<file path="src/rtl/mux_scan_ctrl.sv">
// Sequencer that steps a 4:1 mux through channels 0..3, dwells DWELL cycles on
// each and assembles the sampled mux output into a 4-bit word with a done pulse.
module mux_scan_ctrl #(
   parameter int unsigned DWELL = 1,
   parameter int unsigned CNT_W = 4
) (
   input  logic       clk,
   input  logic       rst_n,
   input  logic       start,
   input  logic       cont,
   output logic [1:0] sel,
   input  logic       y_in,
   output logic       busy,
   output logic       done,
   output logic [3:0] data_out
);

   localparam int unsigned DWELL_EFF = (DWELL == 0) ? 1 : DWELL;
   localparam logic [CNT_W-1:0] LAST_CNT = CNT_W'(DWELL_EFF - 1);

   typedef enum logic [1:0] {S_IDLE, S_SCAN, S_DONE} state_t;

   state_t           state, state_nx;
   logic [1:0]       ch, ch_nx;
   logic [CNT_W-1:0] dwell_cnt, dwell_cnt_nx;
   logic [2:0]       shadow, shadow_nx;
   logic [3:0]       data_nx;
   logic             busy_nx, done_nx;
   logic             dwell_end;

   assign dwell_end = (dwell_cnt == LAST_CNT);
   // sel is the channel register itself, so it can never disagree with ch
   assign sel = ch;

   // State and datapath registers
   always_ff @(posedge clk) begin
      if (!rst_n) begin
         state     <= S_IDLE;
         ch        <= 2'd0;
         dwell_cnt <= '0;
         shadow    <= 3'd0;
         data_out  <= 4'd0;
         busy      <= 1'b0;
         done      <= 1'b0;
      end else begin
         state     <= state_nx;
         ch        <= ch_nx;
         dwell_cnt <= dwell_cnt_nx;
         shadow    <= shadow_nx;
         data_out  <= data_nx;
         busy      <= busy_nx;
         done      <= done_nx;
      end
   end

   // Next-state logic
   always_comb begin
      state_nx = state;
      case (state)
         S_IDLE:  if (start) state_nx = S_SCAN;
         S_SCAN:  if (dwell_end && (ch == 2'd3)) state_nx = S_DONE;
         S_DONE:  state_nx = cont ? S_SCAN : S_IDLE;
         default: state_nx = S_IDLE;
      endcase
   end

   // Datapath and registered-output next values
   always_comb begin
      ch_nx        = ch;
      dwell_cnt_nx = dwell_cnt;
      shadow_nx    = shadow;
      data_nx      = data_out;
      case (state)
         S_SCAN: begin
            if (dwell_end) begin
               dwell_cnt_nx = '0;
               case (ch)
                  2'd0: shadow_nx[0] = y_in;
                  2'd1: shadow_nx[1] = y_in;
                  2'd2: shadow_nx[2] = y_in;
                  default: data_nx = {y_in, shadow};
               endcase
               ch_nx = ch + 2'd1;
            end else begin
               dwell_cnt_nx = dwell_cnt + CNT_W'(1);
            end
         end
         default: begin
            ch_nx        = 2'd0;
            dwell_cnt_nx = '0;
         end
      endcase
      busy_nx = (state_nx != S_IDLE);
      done_nx = (state_nx == S_DONE);
   end

endmodule

</file>
<file path="config.mk">
export PLATFORM = sky130hd
export DESIGN_NAME = mux_scan_ctrl
export DESIGN_NICKNAME = d
export VERILOG_FILES = /design/src/rtl/mux_scan_ctrl.sv
export SDC_FILE = /design/constraint.sdc
export NUM_CORES = 1
export LEC_CHECK = 0
export CAP_MARGIN = 20
export CORE_MARGIN = 10
export CORE_UTILIZATION = 49
export DETAILED_ROUTE_END_ITERATION = 8
export GPL_TIMING_DRIVEN = 0
export PLACE_DENSITY = 0.86
export SKIP_CTS_REPAIR_TIMING = 1
export SYNTH_ARGS = -nofsm -noshare
export SYNTH_HDL_FRONTEND = slang
export SYNTH_SLANG_ARGS = --single-unit
</file>
<file path="constraint.sdc">
create_clock -name clk -period 1.6 [get_ports clk]
set_clock_uncertainty 0.05 [all_clocks]
set_input_delay 0.16 -clock clk [delete_from_list [all_inputs] [get_ports clk]]
set_output_delay 0.16 -clock clk [all_outputs]
set_load 0.05 [all_outputs]
</file>
======== Word-level counts from Yosys, hierarchy flattened ========
Cells that the tools add are included.
operators by class
  $add $sub $neg .......................... 2
  equal/unequal tests ..................... 6
  muxes and demuxes ....................... 4
  bitwise operators ....................... 3
  reductions and logical operators ........ 12
operators with widths
  kind                   number
  $reduce_and A3 Y1      4
  $eq A2 B2 Y1 const B   4
  $pmux W2 S3            1
  $reduce_or A3 Y1       2
  $add A4 B1 Y4 const B  1
  $eq A2 B1 Y1 const B   2
  $logic_not A2 Y1       2
  $logic_not A4 Y1       1
  $mux W2                2
  $not A1 Y1             3
  $add A2 B1 Y2 const B  1
  $reduce_and A2 Y1      1
  $reduce_bool A2 Y1     1
  $logic_and A1 B1 Y1    1
  $mux W1                1
word-level totals
  flip-flop bits (word level) ............. 17
  input bits .............................. 5
  output and inout bits ................... 8
  word-level logic and storage cells ...... 36

======== Depth between registers and ports, before layout ========
  depth after elaboration ................. 5
  gate-level depth with buffers ........... 6
  gate-level depth less buffers ........... 5

======== Worst setup path after synthesis ========
Ideal clock, no wire load.
  path kind ............................... reg-to-reg
  start ................................... register ch[0] (netlist: sel[0])
  end ..................................... register data_out[3]
  library setup time ...................... 72 ps
  arrival ................................. 1339 ps
  data required time ...................... 1478 ps
  setup slack ............................. 140 ps
  cell stages (with the launch flop) ...... 5
  path buffers ............................ 1
  period minus slack after synthesis ...... 1460 ps
  cells stage by stage .................... dfxtp_1 > ha_1 > and3_1 > buf_4 > mux2i_1
between the ends
  word-level cells in the longest chain between the ends .. 4
  elaborated cells between the ends (all ways) .. 6
  classes of those cells .................. 2 x eq/ne; 1 x bitwise; 3 x reduce/logical
ends and longest elaborated chain
  element                               line  text
  start, declared                       24    logic [1:0] ch, ch_nx;
  start signal, assigned                47    ch <= ch_nx;
  $eq A2 B2 Y1 (tied with other cells)  77    case (ch)
  $reduce_or A3 Y1 (no line) (*)        -
  $not A1 Y1 (no line) (*)              -
  $reduce_and A3 Y1 (no line) (*)       -
  end signal, assigned                  50    data_out <= data_nx;
  end, declared                         15    output logic [3:0] data_out
Every way passes the cells marked *; elsewhere a longest branch is shown, timed or not.
A chain may end at the register's enable or synchronous reset.

======== Final worst setup path ========
  start ................................... register dwell_cnt[1]
  end ..................................... register ch[1] (netlist: sel[1])
between the ends
  word-level cells in the longest chain between the ends .. 1
ends and longest elaborated chain
  element                 line  text
  start, declared         25    logic [CNT_W-1:0] dwell_cnt, dwell_cnt_nx;
  start signal, assigned  48    dwell_cnt <= dwell_cnt_nx;
  $logic_not A4 Y1        31    assign dwell_end = (dwell_cnt == LAST_CNT);
Every way passes these cells.

==> results.md <==
* Iter 0 DRT Violations at 10
* Leakage power at 0.523 nW
* Maxcap violations at 0
* Dpl ws at -0.00785 ns
* Core outline area at 1350 um2
* Worst-path maximum fanout at 6
* PnR worst setup slack at 0.0829 ns
* Reg2reg start: dwell_cnt[1]
* H-tree depth at 1
* Share of post-route cells with drive strength above 1 at 0.129
* Synth area leader: dfxtp_1
* Synth top area share at 0.463
* Worst skew pair latency at 0.29 ns
* Pwr/cell area at 775 nW/um2
* GR Util met3 at 0.0451
* Placer Congestion at 0.677
* Largest cells by area after synthesis: dfxtp_1 46%, mux2i_1 12%, ha_1 10%
* Seq/Total Area, Yosys at 0.463
* Worst hold path class: input pin to flip-flop
* Max Clock Freq at 659 MHz
* Fin. Hold Viols at 0
* Initial antenna violation count at 0
* Startpoint Class: flip-flop
* Layout area overhead at 29.5%
* Most used cell, CP: buf_4
* R2R depth at 7
* CP cell instances: inv_1, ha_2, nor3b_4, buf_4, buf_4, mux2i_1, nor2_1
* Setup crit end kind: flip-flop
* Mapped Nets at 84
* GR Overflow Total at 0
* Cts bufs inserted at 3
* Via count at 561
* Worst Hold Depth at 3
* Worst r2r dst: sel[1]
* Pre-antenna DRT Iters at 4
* Slew margin rel. at 0.626
* Worst-Margin Slew at 0.560 ns
* All-Layer GR Usage at 0.0858
* Placed Cells at 99
* CP peak stage delay at 0.34 ns
* Delay-heaviest family, CP: flip-flops
* Final Util at 0.704
* Setup violations, final at 0
* Status: finished clean
* Die span in y at 58.7 um
* Initial Util at 0.544
* Critical path's slowest cell: dfxtp_1
* # IOs at 13
* Largest net degree at the start of global routing at 11
* DR WL/cell at 15.1 um
* CTS tree: yes
* N_diodes at 0
* Mapped Avg Cell Area at 10.1 um2
* Flop2flop setup slack at 0.08 ns
* Unique masters post-synth at 22
* Clock slew at reported path FFs at 0.09 ns
* Critical path arrival at 1.64 ns
* CP bufs+invs at 3
* Residual DRC at 0
* Final wirelength at 1.63 mm
* Hold WS at 0.241 ns
* Hold worst-path end: data_out[2]
* GR Util met1 at 0.0798
* Row count at 13
* GR Util met2 at 0.143
* Most used routing layer: met2
* Final Cycle Share at 0.948
* Die Footprint at 3450 um2
* Mapped cell area at 734 um2
* Fin cells at 108
* Min Tclk post-route at 1.52 ns
* CTS max path bufs at 2
* I/O Buffers at 11
* Vias in the first global route at 536
* Post-route ant nets at 0
* Die Width at 58.7 um
* Worst Hold Launch: rst_n
* Post-Synthesis Cells at 73
* Root Driver: clkbuf_4
* Kind of critical path: flip-flop to flip-flop
* Flops & latches, synth at 17
* First-pass GRT wire length at 2.26 mm
* Clock Sinks at 17
* Via density at 5.19
* Peak VDD IR at 0.595 mV
* Final HPWL from detailed placement at 1.04 mm
* Nets@finish at 105
* Synth warn at 0
* Slew Limit Fails at 0
* Required time of the critical path at 1.72 ns
==> placed cells by master, fill, tap and decap left out, types with 2 or more instances in the layout <==
cell and count:
dfxtp_1 16, nand2_1 9, mux2i_1 9, dlymetal6s2s_1 8, buf_4 6, inv_1 5, ha_1 5, nand3_1 4
nor2b_1 3, nor2_1 3, clkbuf_4 3, clkdlybuf4s50_1 3, clkbuf_1 2, nand2b_1 2, nand3b_1 2, a21oi_1 2
==> layout make-up <==
cell class                 instances  area, um2
multi-input combinational         49        367
timing repair buffer              16        168
sequential                        17        342
buffer                             2       11.3
inverter                           5       18.8
clock buffer                       4       26.3
tap                               15       18.8
fill                             104        399
==> layer usage <==
layer  vias up  routed length (um)  part of all wire
li1        284                   -                 -
met1       258                 631              0.39
met2        14                 833              0.51
met3         5                 112             0.069
met4         0                  49             0.030
met5         -                   0                 0
==> report_power, final <==
| group | total (W) | switching (W) | leakage, nW | internal (W) |
|---|---|---|---|---|
| Combinational | 0.0000766 | 0.0000467 | 0.370 | 0.0000299 |
| Clock | 0.000219 | 0.000122 | 0.0150 | 0.0000970 |
| Sequential | 0.000441 | 0.00000790 | 0.138 | 0.000433 |
==> state kept, by name (all words and copies together) (netlist names) <==
| register | flops |
|---|---|
| state | 2 |
| data_out | 4 |
| shadow | 3 |
| sel | 2 |
| busy | 1 |
| done | 1 |
| dwell_cnt | 4 |
==> worst register-to-register path: cells and delay by family (launching register included) <==
| family | cells | cell delay [ns] |
|---|---|---|
| multiplexers | 1 | 0.17 |
| buffers and inverters | 3 | 0.33 |
| AND/OR/NAND/NOR | 2 | 0.34 |
| adder cells (fa/ha/maj) | 1 | 0.16 |
| flip-flops | 1 | 0.34 |
==> worst max-delay path by stage <==
stage                 start          end  cells after the start
2_1_floorplan        sel[0]  data_out[3]                      4
3_3_place_gp   dwell_cnt[0]  data_out[2]                      6
3_5_place_dp   dwell_cnt[0]  data_out[3]                      6
4_1_cts              sel[0]       sel[0]                      1
5_1_grt        dwell_cnt[0]       sel[1]                      7
6_report       dwell_cnt[1]       sel[1]                      7
==> Yosys cell counts <==
master / number
dfxtp_1: 17
mux2i_1: 9
nand2_1: 9
ha_1: 6
inv_1: 5
nand3_1: 4
nor2_1: 3
nor2b_1: 3
a21oi_1: 2
nand2b_1: 2
nand3b_1: 2
and2_1: 1
and3_1: 1
buf_4: 1
clkbuf_1: 1
nor3_1: 1
nor3b_1: 1
nor3b_4: 1
o21bai_1: 1
o32ai_1: 1
xnor2_1: 1
xor2_1: 1
==> per-stage QoR <==
stage,instance area [um2],power (W),TNS (ns)
after floorplan,734,0.000500,0
after global placement,863,0.000523,0
after detailed placement,863,0.000526,-0.00785
final,951,0.000737,0
after global routing,951,0.000770,-0.109
after CTS,890,0.000738,-0.692
==> cell families (layout without fill, tap and decap cells) <==
group	Yosys count	in the layout	share of synthesized area
adder cells (fa/ha/maj)	6	6	0.102
XOR/XNOR	2	2	0.0239
multiplexers	9	9	0.123
buffers and inverters	7	27	0.0409
flip-flops	17	17	0.463
AND/OR/NAND/NOR	28	28	0.211
AO/OA/AOI/OAI	4	4	0.0358
(Power assumes the default switching activity.)
